**src/rtl/store_pkg.sv**
```systemverilog
// Shared types and helpers for the store byte serializer: size and state
// encodings, beat count per store size, and the big-endian byte-lane select.
package store_pkg;

   typedef enum logic [1:0] {
      SZ_BYTE = 2'b00,
      SZ_HALF = 2'b01,
      SZ_WORD = 2'b10,
      SZ_RSVD = 2'b11
   } size_e;

   typedef enum logic [1:0] {
      ST_IDLE  = 2'b00,
      ST_WRITE = 2'b01,
      ST_RESP  = 2'b10
   } state_e;

   // Number of byte beats a store of the given size produces (0 for reserved).
   function automatic logic [2:0] beat_count(input size_e size);
      logic [2:0] n;
      case (size)
         SZ_BYTE: n = 3'd1;
         SZ_HALF: n = 3'd2;
         SZ_WORD: n = 3'd4;
         default: n = 3'd0;
      endcase
      return n;
   endfunction

   // Byte for beat idx; beat 0 (lowest address) carries the most significant
   // byte of the stored quantity.
   function automatic logic [7:0] select_byte(input logic [31:0] data,
                                              input size_e       size,
                                              input logic [1:0]  idx);
      logic [2:0] last;
      logic [1:0] lane;
      logic [7:0] b;
      last = beat_count(size) - 3'd1;
      lane = last[1:0] - idx;
      case (lane)
         2'd0:    b = data[7:0];
         2'd1:    b = data[15:8];
         2'd2:    b = data[23:16];
         default: b = data[31:24];
      endcase
      return b;
   endfunction

endpackage

```
**src/rtl/store_byte_serializer.sv**
```systemverilog
// Narrows a 32-bit store (SB/SH/SW) into byte beats on an 8-bit memory port,
// rejecting misaligned requests with a one-cycle misaligned pulse.
module store_byte_serializer
   import store_pkg::*;
#(
   parameter int unsigned ADDR_W = 32
) (
   input  logic              clk,
   input  logic              rst_n,
   input  logic              req_valid,
   output logic              req_ready,
   input  logic [ADDR_W-1:0] req_addr,
   input  logic [31:0]       req_data,
   input  logic [1:0]        req_size,
   output logic              mem_we,
   output logic [ADDR_W-1:0] mem_addr,
   output logic [7:0]        mem_wdata,
   input  logic              mem_ack,
   output logic              done,
   output logic              misaligned
);

   state_e            state_q, state_d;
   logic [1:0]        idx_q, idx_d;
   logic [1:0]        last_q, last_d;
   logic [ADDR_W-1:0] base_q, base_d;
   logic [31:0]       data_q, data_d;
   size_e             size_q, size_d;
   logic              err_q, err_d;

   size_e             req_size_e;
   logic              req_err;
   logic [2:0]        req_last;

   // Decode the incoming request: alignment check and index of final beat.
   always_comb begin
      req_size_e = size_e'(req_size);
      req_err    = (req_size_e == SZ_RSVD) ||
                   (req_size_e == SZ_HALF && req_addr[0]) ||
                   (req_size_e == SZ_WORD && (req_addr[1:0] != 2'b00));
      req_last   = beat_count(req_size_e) - 3'd1;
   end

   // Next-state logic: latch in IDLE, step beats on ack, pulse response once.
   always_comb begin
      state_d = state_q;
      idx_d   = idx_q;
      last_d  = last_q;
      base_d  = base_q;
      data_d  = data_q;
      size_d  = size_q;
      err_d   = err_q;
      case (state_q)
         ST_IDLE: begin
            if (req_valid) begin
               base_d  = req_addr;
               data_d  = req_data;
               size_d  = req_size_e;
               err_d   = req_err;
               idx_d   = 2'd0;
               last_d  = req_err ? 2'd0 : req_last[1:0];
               state_d = req_err ? ST_RESP : ST_WRITE;
            end
         end
         ST_WRITE: begin
            if (mem_ack) begin
               if (idx_q == last_q) begin
                  state_d = ST_RESP;
               end else begin
                  idx_d = idx_q + 2'd1;
               end
            end
         end
         ST_RESP: begin
            state_d = ST_IDLE;
            idx_d   = 2'd0;
         end
         default: begin
            state_d = ST_IDLE;
            idx_d   = 2'd0;
         end
      endcase
   end

   // State and latched request registers.
   always_ff @(posedge clk or negedge rst_n) begin
      if (!rst_n) begin
         state_q <= ST_IDLE;
         idx_q   <= 2'd0;
         last_q  <= 2'd0;
         base_q  <= '0;
         data_q  <= 32'd0;
         size_q  <= SZ_BYTE;
         err_q   <= 1'b0;
      end else begin
         state_q <= state_d;
         idx_q   <= idx_d;
         last_q  <= last_d;
         base_q  <= base_d;
         data_q  <= data_d;
         size_q  <= size_d;
         err_q   <= err_d;
      end
   end

   // Outputs decoded from state so a reset drops mem_we without waiting a clock.
   always_comb begin
      req_ready  = (state_q == ST_IDLE);
      mem_we     = (state_q == ST_WRITE);
      mem_addr   = '0;
      mem_wdata  = 8'd0;
      done       = (state_q == ST_RESP) && !err_q;
      misaligned = (state_q == ST_RESP) && err_q;
      if (state_q == ST_WRITE) begin
         // Address wraps modulo 2^ADDR_W.
         mem_addr  = base_q + {{(ADDR_W-2){1'b0}}, idx_q};
         mem_wdata = select_byte(data_q, size_q, idx_q);
      end
   end

endmodule

```
**config.mk**
```make
export PLATFORM = sky130hd
export DESIGN_NAME = store_byte_serializer
export DESIGN_NICKNAME = d
export VERILOG_FILES = /design/src/rtl/store_pkg.sv /design/src/rtl/store_byte_serializer.sv
export SDC_FILE = /design/constraint.sdc
export NUM_CORES = 1
export LEC_CHECK = 0
export ABC_AREA = 1
export CAP_MARGIN = 20
export CORE_ASPECT_RATIO = 1.2
export CORE_MARGIN = 3
export CORE_UTILIZATION = 50
export DETAILED_ROUTE_END_ITERATION = 16
export DONT_BUFFER_PORTS = 1
export PLACE_DENSITY_LB_ADDON = 0.05
export RECOVER_POWER = 25
export SLEW_MARGIN = 10
export SYNTH_ARGS = -nofsm -noshare
export SYNTH_HDL_FRONTEND = slang
export SYNTH_SLANG_ARGS = --single-unit
export TNS_END_PERCENT = 50
```
**constraint.sdc**
```tcl
create_clock -name clk -period 3.61 [get_ports clk]
set_clock_uncertainty 0.1 [all_clocks]
set_input_delay 0.9025 -clock clk [delete_from_list [all_inputs] [get_ports clk]]
set_output_delay 0.9025 -clock clk [all_outputs]
set_load 0.02 [all_outputs]
```
==> out/metrics.yaml, run 1 <==
status: "completed"
track_usage_pct: 24.7
period_minus_slack_ps: 3380
portBuffers: 0
rr_startpoint: "state_q[0]"
diodes: 0
drv_cap: 0
final_antenna_net_count: 0
fin_total_pwr_mw: 4.23
routedWlPerCell_um: 15.3
cts_hold_buf: 0
multi_input_comb_area_sq_um: 2200
cp_slowest_stage_delay_ps: 420
drive_gt1_share_pct: 8.28
clockRootBuffer: "clkbuf_8"
seqCellArea_sq_um: 1830
postLayoutCoreUtil_pct: 56.2
ys.flop_type: "dfrtp_1"
die_h_um: 108
antenna_found_initial: 0
routabilityCongestion: 0.909
grt_pass1_wl_um: 19200
critPathCaptureType: "output port"
intPower_mw: 2.15
seq_area_frac_synth_pct: 42.2
clkTransAtPathRegs_ps: 80
max_freq_ghz: 0.296
r2r_cells: 6
startpoint_type: "flop"
grt_pass1_vias: 4056
synth_edf_count: 0
area_growth_pct: 7.63
crit_chain: "ha_1 > fa_1 > nand2_2 > nor2_4 > nand2_2 > nor2_2 > nand3_1 > nand2_1 > nand2_1 > nor2_1"
drtIter0Drc: 142
fin_nets: 721
avgSynthCellArea_sq_um: 6.73
clock_sinks: 73
synth.largest_area_cell: "dfrtp_1"
cp_top_family: "simple AND/OR/NAND/NOR gates"
critPathBufInv: 0
rsz0062_at_grt: "no"
dr.pass1.iters: 4
synth_cell_types: 32
p_switching_mw: 2.09
dp_hpwl_um: 8920
critical_path_depth: 10
critical_path_arrival_ps: 2380
cts_buffers: 9
dieWidth_um: 90.9
period_share_pct: 93.7
pin_count: 114
initial_core_util_pct: 52.2
grt_max_degree: 74
core-area_sq_um: 8290
tns_ps: 0
cts_max_level: 3
cts_resized: 0
crit_path_max_fanout: 5
reg2reg_setup_slack_ps: 1320
syn_inst: 643
synth_top_area_share_pct: 42.2
async_flop_share_pct: 100
fillers: 898
synth_area_leaders: "dfrtp_1 (42%), nand2_1 (24%), nor2_1 (7.5%)"
post_cts_buffers: 0
finalSetupViolations: 0
syn_nets: 717
grt.overflow.total: 0
clkPwrFrac_pct: 15.2
std_cell_rows: 36
hold_violations: 0
clk_latency_ps: 350
hp-class: "primary input to asynchronous set/reset pin"
p_leak_nw: 2.30
yosys_warnings: 0
critPathSlowestCell: "dfrtp_1"
switching_share_pct: 49.3
required_ps: 2610
sequentialPowerShare_pct: 36.6
slew_violations: 0
drc: 0
r2r_end: "err_q"
worstMarginPinSlew_ps: 746
vias_per_cell: 5.22
critical_path_class: "flop to output port"
powerDensity_nw_per_um2: 909
routed_wl_um: 11700
cts_tree: "yes"
dieArea_sq_um: 9820
irDropWorstVdd_mv: 0.463
vias: 3998
combPwrFrac_pct: 48.2
ys_ff_latch: 73
syn_area_sq_um: 4330
clockBufferDepth: 2
maxSlewHeadroom_pct: 50.2
fin_hold_ws_ps: 132
==> cells in the mapped netlist, types with 2 or more instances <==
cell      count
nand2_1     276
nor2_1       86
dfrtp_1      73
inv_1        46
nand3_1      41
o21ai_0      35
buf_2        15
a21oi_1      11
nor2_2        7
o211ai_1      7
inv_2         6
nand2_2       4
nand4_1       4
xnor2_1       4
ha_1          3
o22ai_1       3
buf_1         2
buf_4         2
nand3_2       2
nand3_4       2
nor2_4        2
nor3_1        2
==> power by group through the flow <==
| stage | clock network (mW) | logic (mW) | registers (mW) |
|---|---|---|---|
| 4_1_cts | 0.654 | 2.06 | 1.55 |
| 3_5_place_dp | 0 | 2.05 | 1.55 |
| 3_3_place_gp | 0 | 2.02 | 1.55 |
| 6_report | 0.644 | 2.04 | 1.55 |
| 5_1_grt | 0.686 | 2.32 | 1.61 |
| 2_1_floorplan | 0 | 1.65 | 1.46 |
==> cell type report <==
class	instances	area share, %
Inverter	53	4.27
Clock inverter	5	1.21
Clock buffer	11	2.82
Sequential cell	73	39.2
Multi-Input combinational cell	496	47.2
Tap cell	114	3.06
Timing Repair Buffer	14	2.26
==> worst max path at each step <==
stage	from	endpoint	slack, ps
after floorplan	idx_q[0]	mem_addr[8]	820
after global placement	idx_q[0]	mem_addr[18]	670
after detailed placement	idx_q[0]	mem_addr[18]	590
after CTS	idx_q[0]	mem_addr[18]	210
after global routing	idx_q[0]	mem_addr[18]	10
final	idx_q[0]	mem_addr[18]	230
==> metal layers <==
metal	vias up	GRT usage, %	share of wire, %
met5	-	0	0
met2	116	44.2	50
met3	31	4.94	5.4
li1	2010	-	-
met4	0	12.5	3.8
met1	1841	28.1	41
==> state kept, by name (all words and copies together) (netlist names) <==
signal   count
base_q      32
data_q      32
last_q       2
state_q      2
err_q        1
size_q       2
idx_q        2
==> through the flow <==
step                      cells  instance area [sq um]  setup WS (ps)
after floorplan             643                   4330            820
after global placement      750                   4470            666
after detailed placement    750                   4470            591
after CTS                   766                   4660            215
after global routing        766                   4660           14.2
final                       766                   4660            227
==> cells by family after synthesis <==
kind of cell	after synthesis	share of synthesized area, %
xor+xnor	5	1.01
buf+inv	74	7.20
fa+ha+maj	4	1.33
simple gates	428	40.8
flops	73	42.2
compound gates	59	7.51
==> placed cells by master (no fill, tap or decap), types with 2 or more instances in the layout <==
| cell type | n |
|---|---|
| clkbuf_8 | 9 |
| nor3_1 | 2 |
| nor2_1 | 85 |
| buf_4 | 14 |
| a21oi_1 | 11 |
| inv_2 | 6 |
| clkinv_2 | 2 |
| nand3_2 | 2 |
| nand4_1 | 4 |
| clkbuf_1 | 2 |
| o211ai_1 | 7 |
| nand3_1 | 41 |
| o21ai_0 | 35 |
| nor2_2 | 7 |
| dfrtp_1 | 73 |
| inv_1 | 46 |
| nor2_4 | 3 |
| nand2_1 | 276 |
| nand3_4 | 2 |
| ha_1 | 3 |
| nand2_2 | 4 |
| xnor2_1 | 4 |
| o22ai_1 | 3 |
(Power assumes the default switching activity.)
==> inputs of run 2 (changes only) <==
--- a/config.mk
+++ b/config.mk
@@ -7,9 +7,9 @@
 export LEC_CHECK = 0
 export ABC_AREA = 1
 export CAP_MARGIN = 20
-export CORE_ASPECT_RATIO = 1.2
+export CORE_ASPECT_RATIO = 1.25
 export CORE_MARGIN = 3
-export CORE_UTILIZATION = 50
+export CORE_UTILIZATION = 37
 export DETAILED_ROUTE_END_ITERATION = 16
 export DONT_BUFFER_PORTS = 1
 export PLACE_DENSITY_LB_ADDON = 0.05
==> out/metrics.yaml, run 2 (synthesis gave the netlist of run 1 again) <==
status: "completed"
critPathSlowestCell: "dfrtp_1"
critical_path_class: "flop to output port"
dp_cells: 774  # +3.2%
critPathCaptureType: "output port"
path_common_cell: "nand2_1"
mostFrequentLayoutCell: "nand2_1"
core-area_sq_um: 11200  # +36%
tns_ps: 0  # unchanged
crit_chain: "ha_1 > fa_1 > nand2_2 > nor2_4 > nand2_2 > nor2_2 > nand2_1 > nand2_1 > nand2_1 > nor2_1"
routabilityCongestion: 0.934  # +2.7%
pin_count: 114  # unchanged
worstMarginPinSlew_ps: 771  # +24.8 ps
area_growth_pct: 11.8
hp-class: "primary input to asynchronous set/reset pin"
cts_hold_buf: 0  # unchanged
post_cts_buffers: 0  # unchanged
clock_sinks: 73  # unchanged
multi_input_comb_area_sq_um: 2200  # unchanged
portBuffers: 0  # unchanged
clkTransAtPathRegs_ps: 60  # -20 ps
drv_cap: 0  # unchanged
cts_tree: "yes"
final_cell_mix: "nand2_1 (276), nor2_1 (85), dfrtp_1 (73), inv_1 (46), nand3_1 (41)"
r2r_cells: 6  # unchanged
drc: 0  # unchanged
placed_area_sq_um: 4530  # +1.4%
final.setup.worst_slack_ps: 329  # +102 ps
seqCellArea_sq_um: 1830  # unchanged
irDropWorstVdd_mv: 0.352  # -24%
slew_violations: 0  # unchanged
cts_resized: 0  # unchanged
final_antenna_net_count: 0  # unchanged
crit_path_max_fanout: 5  # unchanged
period_share_pct: 90.9  # -2.8 points
vias_per_cell: 4.95  # -5.2%
drtIter0Drc: 132  # -7.0%
rsz0062_at_grt: "no"
maxSlewHeadroom_pct: 48.6  # -1.6 points
track_usage_pct: 19.7  # -5.0 points
clockBufferDepth: 2  # unchanged
stdcell_area_sq_um: 4840  # +3.9%
clk_latency_ps: 330  # -20 ps
die_h_um: 127  # +18%
busiest_layer: "met2"
hold_violations: 0  # unchanged
std_cell_rows: 43  # +19%
grt.overflow.total: 0  # unchanged
diodes: 0  # unchanged
required_ps: 2610  # about the same
dp_hpwl_um: 9450  # +5.9%
gr-usage-met2_pct: 34.1  # -10 points
dp_slack_ps: 643  # +52.4 ps
cp_slowest_stage_delay_ps: 420  # about the same
critical_path_arrival_ps: 2280  # -100 ps
fin_hold_ws_ps: 157  # +24.4 ps
dr.pass1.iters: 4  # unchanged
powerDensity_nw_per_um2: 942  # +3.6%
gr-usage-met1_pct: 23.9  # -4.2 points
antenna_found_initial: 0  # unchanged
stdcell_count: 790  # +3.1%
max_freq_ghz: 0.305  # +3.1%
vias: 3909  # -2.2%
finalSetupViolations: 0  # unchanged
routed_wl_um: 12400  # +5.8%
largestRegisters: "base_q (32), data_q (32)"
grt_pass1_vias: 3958  # -2.4%
routedWlPerCell_um: 15.7  # +2.6%
cts_max_level: 3  # unchanged
groute.layer.met3.usage_pct: 3.96  # -0.98 points
dieArea_sq_um: 13000  # +33%
initial_core_util_pct: 38.5  # -14 points
clockRootBuffer: "clkbuf_16"
period_minus_slack_ps: 3280  # -102 ps
fin_nets: 724  # +0.42%
p_leak_nw: 2.37  # +3.3%
grt_max_degree: 74  # unchanged
cts_buffers: 9  # unchanged
fillers: 1239  # +38%
drive_gt1_share_pct: 8.85  # +0.57 points
grt_pass1_wl_um: 19800  # +3.2%
startpoint_type: "flop"
dieWidth_um: 103  # +13%
run 2: final timing paths:
kind / from / to / slack [ps]
worst max-delay path: idx_q[0] / mem_addr[30] / 330
max in group asynchronous: rst_n / base_q[24] / 3100
min in group clk: data_q[15] / data_q[15] / 370
worst min-delay path: rst_n / base_q[13] / 160
worst max register to register: state_q[0] / base_q[1] / 1230
worst min register to register: data_q[15] / data_q[15] / 370
run 2: where the power goes:
part           switching (mW)  total [mW]  internal [mW]
Clock                   0.348       0.922          0.573
Sequential              0.344        1.55           1.21
Combinational            1.44        2.08          0.641
Total                    2.14        4.56           2.42
run 2: critical path: cells and delay by family, from the launching register on:
kind / cells / cell delay, ps
DFF: 1 / 420
adders and majority gates: 2 / 460
and+or+nand+nor: 8 / 1060
run 2: cell type report:
class / count / area share, %
inverter: 53 / 4.11
tap: 135 / 3.49
clock inverter: 4 / 1.06
timing repair buffer: 17 / 2.89
sequential: 73 / 37.7
multi-input combinational: 496 / 45.4
clock buffer: 12 / 5.30
run 2: per-stage QoR:
step	total power [mW]	utilization, %
2_1_floorplan	3.11	-
3_3_place_gp	3.67	40.3
3_5_place_dp	3.69	40.3
4_1_cts	4.64	43.1
5_1_grt	4.98	43.1
6_report	4.56	43.1
run 2: metal layers:
metal | wire (um) | up-vias
met1 | 4990 | 1763
met4 | 277 | 0
met5 | 0 | -
li1 | - | 2015
met2 | 6340 | 112
met3 | 805 | 19
